`src/rtl/cpu_pkg.sv`:
```
// Shared CPU definitions: exception codes, EXE/MEM exception FSM states and reset values.
package cpu_pkg;

    localparam logic [4:0] EXC_OVF = 5'd12;

    typedef enum logic {
        ST_RUN      = 1'b0,
        ST_EXC_PEND = 1'b1
    } exc_state_e;

    localparam logic       RST_CTRL  = 1'b0;
    localparam logic [4:0] RST_CAUSE = 5'd0;
    localparam logic [15:0] CNT_MAX  = 16'hFFFF;

endpackage

```
`src/rtl/exe_mem_reg_if.sv`:
```
// EXE-to-MEM bus: execute-stage inputs, hazard/CP0 controls and registered MEM-stage outputs.
// Carries ovf_cnt only when OVF_STAT_EN is defined.
interface exe_mem_reg_if #(
    parameter int unsigned DW = 32,
    parameter int unsigned RW = 5
);
    logic          stall;
    logic          flush;
    logic          e_valid;
    logic [DW-1:0] ealu;
    logic [DW-1:0] eb;
    logic [DW-1:0] epc;
    logic [RW-1:0] ern;
    logic          ewreg;
    logic          em2reg;
    logic          ewmem;
    logic          alu_overflow;
    logic          exc_ack;

    logic          mvalid;
    logic [DW-1:0] malu;
    logic [DW-1:0] mb;
    logic [DW-1:0] mpc;
    logic [RW-1:0] mrn;
    logic          mwreg;
    logic          mm2reg;
    logic          mwmem;
    logic          exc_req;
    logic [DW-1:0] exc_epc;
    logic [4:0]    exc_cause;
`ifdef OVF_STAT_EN
    logic [15:0]   ovf_cnt;
`endif

    modport master (
`ifdef OVF_STAT_EN
        input  ovf_cnt,
`endif
        output stall, flush, e_valid, ealu, eb, epc, ern, ewreg, em2reg, ewmem,
        output alu_overflow, exc_ack,
        input  mvalid, malu, mb, mpc, mrn, mwreg, mm2reg, mwmem,
        input  exc_req, exc_epc, exc_cause
    );

    modport slave (
`ifdef OVF_STAT_EN
        output ovf_cnt,
`endif
        input  stall, flush, e_valid, ealu, eb, epc, ern, ewreg, em2reg, ewmem,
        input  alu_overflow, exc_ack,
        output mvalid, malu, mb, mpc, mrn, mwreg, mm2reg, mwmem,
        output exc_req, exc_epc, exc_cause
    );

endinterface

```
`src/rtl/exe_exc_fsm.sv`:
```
// Overflow exception tracker: holds the first fault's EPC/cause and requests CP0 until acked.
// With OVF_STAT_EN defined, also counts accepted overflows (saturating).
module exe_exc_fsm
    import cpu_pkg::*;
#(
    parameter int unsigned DW        = 32,
    parameter int unsigned OVF_CAUSE = 12
) (
    input  logic          clk,
    input  logic          rst_n,
    input  logic          load_i,
    input  logic          flush_i,
    input  logic          e_valid_i,
    input  logic          alu_overflow_i,
    input  logic          exc_ack_i,
    input  logic [DW-1:0] epc_i,
    output logic          pend_o,
    output logic          squash_o,
    output logic          exc_req_o,
    output logic [DW-1:0] exc_epc_o,
`ifdef OVF_STAT_EN
    output logic [15:0]   ovf_cnt_o,
`endif
    output logic [4:0]    exc_cause_o
);

    localparam logic [4:0] CauseCode = 5'(OVF_CAUSE);

    exc_state_e    state_q, state_d;
    logic [DW-1:0] exc_epc_q, exc_epc_d;
    logic [4:0]    exc_cause_q, exc_cause_d;
    logic          ovf_take;

    // Only an instruction that actually enters MEM from RUN can raise the fault.
    assign squash_o = (state_q == ST_RUN) & e_valid_i & alu_overflow_i;
    assign ovf_take = load_i & ~flush_i & squash_o;

    always_comb begin
        state_d     = state_q;
        exc_epc_d   = exc_epc_q;
        exc_cause_d = exc_cause_q;
        unique case (state_q)
            ST_RUN: begin
                if (ovf_take) begin
                    state_d     = ST_EXC_PEND;
                    exc_epc_d   = epc_i;
                    exc_cause_d = CauseCode;
                end
            end
            ST_EXC_PEND: begin
                if (exc_ack_i) begin
                    state_d = ST_RUN;
                end
            end
            default: state_d = ST_RUN;
        endcase
    end

    always_ff @(posedge clk or negedge rst_n) begin
        if (!rst_n) begin
            state_q     <= ST_RUN;
            exc_epc_q   <= '0;
            exc_cause_q <= RST_CAUSE;
        end else begin
            state_q     <= state_d;
            exc_epc_q   <= exc_epc_d;
            exc_cause_q <= exc_cause_d;
        end
    end

`ifdef OVF_STAT_EN
    logic [15:0] ovf_cnt_q, ovf_cnt_d;

    always_comb begin
        ovf_cnt_d = ovf_cnt_q;
        if (ovf_take && (ovf_cnt_q != CNT_MAX)) begin
            ovf_cnt_d = ovf_cnt_q + 16'd1;
        end
    end

    always_ff @(posedge clk or negedge rst_n) begin
        if (!rst_n) begin
            ovf_cnt_q <= '0;
        end else begin
            ovf_cnt_q <= ovf_cnt_d;
        end
    end

    assign ovf_cnt_o = ovf_cnt_q;
`endif

    assign pend_o      = (state_q == ST_EXC_PEND);
    assign exc_req_o   = (state_q == ST_EXC_PEND);
    assign exc_epc_o   = exc_epc_q;
    assign exc_cause_o = exc_cause_q;

endmodule

```
`src/rtl/exe_mem_reg.sv`:
```
// EXE/MEM pipeline register with precise overflow exception handoff to CP0.
// Optional feature: define OVF_STAT_EN to expose a saturating overflow counter (ovf_cnt).
module exe_mem_reg
    import cpu_pkg::*;
#(
    parameter int unsigned DW        = 32,
    parameter int unsigned RW        = 5,
    parameter int unsigned OVF_CAUSE = 12
) (
    input logic         clk,
    input logic         rst_n,
    exe_mem_reg_if.slave bus
);

    logic          load, pend, squash;
    logic          mvalid_q, mvalid_d;
    logic          mwreg_q, mwreg_d;
    logic          mm2reg_q, mm2reg_d;
    logic          mwmem_q, mwmem_d;
    logic [DW-1:0] malu_q, malu_d;
    logic [DW-1:0] mb_q, mb_d;
    logic [DW-1:0] mpc_q, mpc_d;
    logic [RW-1:0] mrn_q, mrn_d;

    // flush overrides stall so CP0 can always inject a bubble.
    assign load = bus.flush | ~bus.stall;

    exe_exc_fsm #(
        .DW        (DW),
        .OVF_CAUSE (OVF_CAUSE)
    ) u_exc_fsm (
        .clk            (clk),
        .rst_n          (rst_n),
        .load_i         (load),
        .flush_i        (bus.flush),
        .e_valid_i      (bus.e_valid),
        .alu_overflow_i (bus.alu_overflow),
        .exc_ack_i      (bus.exc_ack),
        .epc_i          (bus.epc),
        .pend_o         (pend),
        .squash_o       (squash),
        .exc_req_o      (bus.exc_req),
        .exc_epc_o      (bus.exc_epc),
`ifdef OVF_STAT_EN
        .ovf_cnt_o      (bus.ovf_cnt),
`endif
        .exc_cause_o    (bus.exc_cause)
    );

    always_comb begin
        mvalid_d = mvalid_q;
        mwreg_d  = mwreg_q;
        mm2reg_d = mm2reg_q;
        mwmem_d  = mwmem_q;
        malu_d   = malu_q;
        mb_d     = mb_q;
        mpc_d    = mpc_q;
        mrn_d    = mrn_q;
        if (load) begin
            if (bus.flush || pend) begin
                // Flushed or younger than a pending fault: full bubble.
                mvalid_d = RST_CTRL;
                mwreg_d  = RST_CTRL;
                mm2reg_d = RST_CTRL;
                mwmem_d  = RST_CTRL;
                malu_d   = '0;
                mb_d     = '0;
                mpc_d    = '0;
                mrn_d    = '0;
            end else begin
                mvalid_d = bus.e_valid & ~squash;
                mwreg_d  = bus.e_valid & bus.ewreg & ~squash;
                mwmem_d  = bus.e_valid & bus.ewmem & ~squash;
                mm2reg_d = bus.e_valid & bus.em2reg;
                malu_d   = bus.ealu;
                mb_d     = bus.eb;
                mpc_d    = bus.epc;
                mrn_d    = bus.ern;
            end
        end
    end

    always_ff @(posedge clk or negedge rst_n) begin
        if (!rst_n) begin
            mvalid_q <= RST_CTRL;
            mwreg_q  <= RST_CTRL;
            mm2reg_q <= RST_CTRL;
            mwmem_q  <= RST_CTRL;
            malu_q   <= '0;
            mb_q     <= '0;
            mpc_q    <= '0;
            mrn_q    <= '0;
        end else begin
            mvalid_q <= mvalid_d;
            mwreg_q  <= mwreg_d;
            mm2reg_q <= mm2reg_d;
            mwmem_q  <= mwmem_d;
            malu_q   <= malu_d;
            mb_q     <= mb_d;
            mpc_q    <= mpc_d;
            mrn_q    <= mrn_d;
        end
    end

    assign bus.mvalid = mvalid_q;
    assign bus.mwreg  = mwreg_q;
    assign bus.mm2reg = mm2reg_q;
    assign bus.mwmem  = mwmem_q;
    assign bus.malu   = malu_q;
    assign bus.mb     = mb_q;
    assign bus.mpc    = mpc_q;
    assign bus.mrn    = mrn_q;

endmodule

```
`src/flat_wrapper.sv`:
```
// flat-port wrapper written by rule: the top's interface ports become plain ports
module exe_mem_reg_flat import cpu_pkg::*;
#(
    parameter int unsigned DW        = 32,
    parameter int unsigned RW        = 5,
    parameter int unsigned OVF_CAUSE = 12
)
  (clk, rst_n, bus_stall, bus_flush, bus_e_valid, bus_ealu, bus_eb, bus_epc, bus_ern, bus_ewreg, bus_em2reg, bus_ewmem, bus_alu_overflow, bus_exc_ack, bus_mvalid, bus_malu, bus_mb, bus_mpc, bus_mrn, bus_mwreg, bus_mm2reg, bus_mwmem, bus_exc_req, bus_exc_epc, bus_exc_cause);
  exe_mem_reg_if #(.DW(DW), .RW(RW)) bus_i ();
  input logic clk;
  input logic rst_n;
  input wire logic [$bits(bus_i.stall)-1:0] bus_stall;
  input wire logic [$bits(bus_i.flush)-1:0] bus_flush;
  input wire logic [$bits(bus_i.e_valid)-1:0] bus_e_valid;
  input wire logic [$bits(bus_i.ealu)-1:0] bus_ealu;
  input wire logic [$bits(bus_i.eb)-1:0] bus_eb;
  input wire logic [$bits(bus_i.epc)-1:0] bus_epc;
  input wire logic [$bits(bus_i.ern)-1:0] bus_ern;
  input wire logic [$bits(bus_i.ewreg)-1:0] bus_ewreg;
  input wire logic [$bits(bus_i.em2reg)-1:0] bus_em2reg;
  input wire logic [$bits(bus_i.ewmem)-1:0] bus_ewmem;
  input wire logic [$bits(bus_i.alu_overflow)-1:0] bus_alu_overflow;
  input wire logic [$bits(bus_i.exc_ack)-1:0] bus_exc_ack;
  output wire logic [$bits(bus_i.mvalid)-1:0] bus_mvalid;
  output wire logic [$bits(bus_i.malu)-1:0] bus_malu;
  output wire logic [$bits(bus_i.mb)-1:0] bus_mb;
  output wire logic [$bits(bus_i.mpc)-1:0] bus_mpc;
  output wire logic [$bits(bus_i.mrn)-1:0] bus_mrn;
  output wire logic [$bits(bus_i.mwreg)-1:0] bus_mwreg;
  output wire logic [$bits(bus_i.mm2reg)-1:0] bus_mm2reg;
  output wire logic [$bits(bus_i.mwmem)-1:0] bus_mwmem;
  output wire logic [$bits(bus_i.exc_req)-1:0] bus_exc_req;
  output wire logic [$bits(bus_i.exc_epc)-1:0] bus_exc_epc;
  output wire logic [$bits(bus_i.exc_cause)-1:0] bus_exc_cause;
  assign bus_i.stall = bus_stall;
  assign bus_i.flush = bus_flush;
  assign bus_i.e_valid = bus_e_valid;
  assign bus_i.ealu = bus_ealu;
  assign bus_i.eb = bus_eb;
  assign bus_i.epc = bus_epc;
  assign bus_i.ern = bus_ern;
  assign bus_i.ewreg = bus_ewreg;
  assign bus_i.em2reg = bus_em2reg;
  assign bus_i.ewmem = bus_ewmem;
  assign bus_i.alu_overflow = bus_alu_overflow;
  assign bus_i.exc_ack = bus_exc_ack;
  assign bus_mvalid = bus_i.mvalid;
  assign bus_malu = bus_i.malu;
  assign bus_mb = bus_i.mb;
  assign bus_mpc = bus_i.mpc;
  assign bus_mrn = bus_i.mrn;
  assign bus_mwreg = bus_i.mwreg;
  assign bus_mm2reg = bus_i.mm2reg;
  assign bus_mwmem = bus_i.mwmem;
  assign bus_exc_req = bus_i.exc_req;
  assign bus_exc_epc = bus_i.exc_epc;
  assign bus_exc_cause = bus_i.exc_cause;
  exe_mem_reg #(.DW(DW), .RW(RW), .OVF_CAUSE(OVF_CAUSE)) u_core (.clk(clk), .rst_n(rst_n), .bus(bus_i));
endmodule
```
`config.mk`:
```
export PLATFORM = sky130hd
export DESIGN_NAME = exe_mem_reg_flat
export DESIGN_NICKNAME = d
export VERILOG_FILES = /design/src/rtl/cpu_pkg.sv /design/src/rtl/exe_mem_reg_if.sv /design/src/rtl/exe_exc_fsm.sv /design/src/rtl/exe_mem_reg.sv /design/src/flat_wrapper.sv
export SDC_FILE = /design/constraint.sdc
export NUM_CORES = 1
export LEC_CHECK = 0
export ABC_AREA = 1
export CAP_MARGIN = 20
export CORE_UTILIZATION = 44
export CTS_CLUSTER_SIZE = 20
export DETAILED_ROUTE_END_ITERATION = 7
export HOLD_SLACK_MARGIN = 0.05
export PLACE_DENSITY = 0.85
export SYNTH_ARGS = -nofsm -noshare
export SYNTH_HDL_FRONTEND = slang
export SYNTH_HIERARCHICAL = 1
export SYNTH_SLANG_ARGS = --single-unit
```
`constraint.sdc`:
```
create_clock -name clk -period 2.8 [get_ports clk]
set_input_delay 0.84 -clock clk [delete_from_list [all_inputs] [get_ports clk]]
set_output_delay 0.84 -clock clk [all_outputs]
set_load 0.005 [all_outputs]
```
==> impl_results.md <==
- Crit. End Element: output pin
- Starting Density: 45.1%
- Flops & latches, synth: roughly 140
- Initial antenna violation count: 0
- Dpl cell area: about 0.008 mm²
- Simple-gate share of the synthesized area: 30.5%
- DPL Wire Length: 10700 µm
- H-tree depth: 4
- Die Wd: roughly 110 µm
- CP max FO: 5
- Layout cells sized above 1: 5.75%
- Clock sink count: 139
- Vias: between 4k and 5k
- Antenna Nets Post-Route: 0
- Setup Buffers After CTS: 0
- Layout fillers: about 860
- Commonest non-fill, non-tap cell in the layout: nand2_1
- Main combinational cell family by area after synthesis: simple AND/OR/NAND/NOR gates
- Clk_skew: 0.0118 ns
- Pre-antenna DRT Iters: 4
- CTS Hold Bufs: 0
- Vias in the first global route: 4835
- Post-synthesis xor/xnor area fraction: 0%
- Arr. time, crit path: 1.43 ns
- Mux share of post-synthesis cell area: 0%
- CTS tree: built
- Area grow syn2layout: 59.4%
- Worst path required time: between 1.5 and 2 ns
- Status: finished, final reports clean
- # rows: 40
- Mapped cell area: 0.00542 mm²
- CTS clock-pin slew for the worst setup and hold paths: 0.06 ns
- Seq/Total Area, Yosys: 64.2%
- Synth cell types: 15
- Lkg Pwr: 4.36 nW
- Wire length per cell: 14.8 µm
- Global route total overflow: 0
- Complex-gate fraction of the synthesized area: less than 1%
- Nets: 968
- Final-report hold violation count: 0
- Startpoint Class: flip-flop
- Maximum VDD drop: 360 µV
- Fin Setup TNS: 0 ns
- Final worst slack: 0.528 ns
- Period minus WS final: 2.27 ns
- Crit path max-delay cell type: clkdlybuf4s50_1
- Post-Synth Adder-Cell Area: 0%
- Placer Congestion: 0.792
- Max Cap Violations: 0
- Cells after Synth: 610
- Final Util: roughly 72%
- Longest Clk Path Bufs: 2
- Post-CTS Resized: 0
- Synth Area per Inst: 8.88 µm²
- Unrepaired setup endpoints after global routing: no
- Design Area, Final: 0.00864 mm²
- PortBufs: 250
- Num CTS Buffers: 17
- Final count of negative-setup-slack endpoints: 0
- Vert. Die Dim: 113 µm
- Synth Warn #: 6
- Initial drt markers: 274
- Final wirelength: around 15000 µm
- ANT cells: 0
- Clock root cell: clkbuf_16
- Largest net degree at the start of global routing: 62
- HP Class: in2async
- WP buf/inv: 1
- First-pass GRT wire length: 24100 µm
- Num ports: 254
- Max Clk Rate: 440 MHz
- Cell family with most CP delay: buffers and inverters
- Slew Limit Fails: 0
- Tcrit/Tclk final: 81.1%
- Cell-by-cell trace of the critical path: clkdlybuf4s50_1
- Drt drc: 0
- Clk_lat worst skew: approximately 0.4 ns
- Max incr delay on CP: 0.56 ns
- P per Cell Area: between 600 and 700 mW/mm²
- Post-Place Setup Slack: 0.254 ns
- Commonest cells after routing, fill and taps aside: 381 x nand2_1, 249 x clkdlybuf4s50_1, 139 x dfrtp_1, 34 x nand3_1, 17 x clkbuf_16
- FF/Latch Area: ~0.0035 mm²
- Die area: 0.0128 mm²
- Vias per cell: 4.80
- Area taken by multi-input logic gates: 0.00169 mm²
- Gr usage total: 24.3%
- Setup CP Type: reg2out
- Core area: 0.0120 mm²
layer usage:
metal / GRT usage, % / vias up / share of wire, %
met2: 41.5 / 229 / 49
met4: 9.65 / 0 / 2.1
met3: 7.28 / 28 / 7.9
li1: - / 2344 / -
met1: 29.0 / 2278 / 41
met5: 0 / - / 0
sequential cells by signal (all words and copies together) (netlist names):
| signal | cells |
|---|---|
| u_core/bus.mvalid | 1 |
| u_core/bus.malu | 32 |
| u_core/bus.mrn | 5 |
| u_core/u_exc_fsm/exc_epc_o | 32 |
| u_core/bus.mm2reg | 1 |
| u_core/u_exc_fsm/exc_req_o | 1 |
| u_core/bus.mwreg | 1 |
| u_core/u_exc_fsm/exc_cause_o | 1 |
| u_core/bus.mb | 32 |
| u_core/bus.mwmem | 1 |
| u_core/bus.mpc | 32 |
cell usage after synthesis, drive strengths merged:
cell | count | share of area (%)
buf | 34 | 4.2
inv | 8 | 0.55
o21ai | 3 | 0.28
clkbuf | 2 | 0.14
conb | 1 | 0.069
nand3 | 34 | 3.1
nand2 | 383 | 27
dfrtp | 139 | 64
nor2 | 6 | 0.69
power by group:
group	leakage [nW]	switching, mW	internal [mW]
sequential	1.83	0.112	2.20
clock	0.306	0.817	1.53
combinational	2.22	0.368	0.545
through the flow:
| stage | std cells | total power [mW] | hold slack, ns |
|---|---|---|---|
| 2_1_floorplan | 612 | 2.59 | 0.465 |
| 3_3_place_gp | 985 | 3.24 | 0.453 |
| 3_5_place_dp | 985 | 3.26 | 0.457 |
| 4_1_cts | 1016 | 5.62 | 0.340 |
| 5_1_grt | 1016 | 5.83 | 0.349 |
| 6_report | 1016 | 5.58 | 0.330 |
logic make-up after synthesis:
family,Yosys count
other,1
and+or+nand+nor,423
AOI/OAI and AO/OA,3
buffers and inverters,44
DFF,139
final timing paths:
check	start	to	slack, ns	depth (start not counted)
worst min register to register	u_core/u_exc_fsm/exc_epc_o[28]	u_core/u_exc_fsm/exc_epc_o[28]	0.47	2
min in group clk	u_core/u_exc_fsm/exc_epc_o[28]	u_core/u_exc_fsm/exc_epc_o[28]	0.47	2
worst max register to register	u_core/u_exc_fsm/exc_req_o	u_core/u_exc_fsm/exc_epc_o[16]	1.36	4
worst max-delay path	u_core/u_exc_fsm/exc_req_o	bus_exc_req	0.53	1
max in group asynchronous	rst_n	u_core/bus.mrn[0]	1.77	2
worst min-delay path	rst_n	u_core/bus.mpc[13]	0.33	1
cell type report:
cell class / count / share of cell area [%]
multi-input cells: 429 / 19.6
inverters: 8 / 0.348
flip-flops and latches: 139 / 40.3
clock inverters: 11 / 1.96
repair buffers: 262 / 30.5
clock buffers: 20 / 5.29
well taps: 147 / 2.13
(Power assumes the default switching activity.)
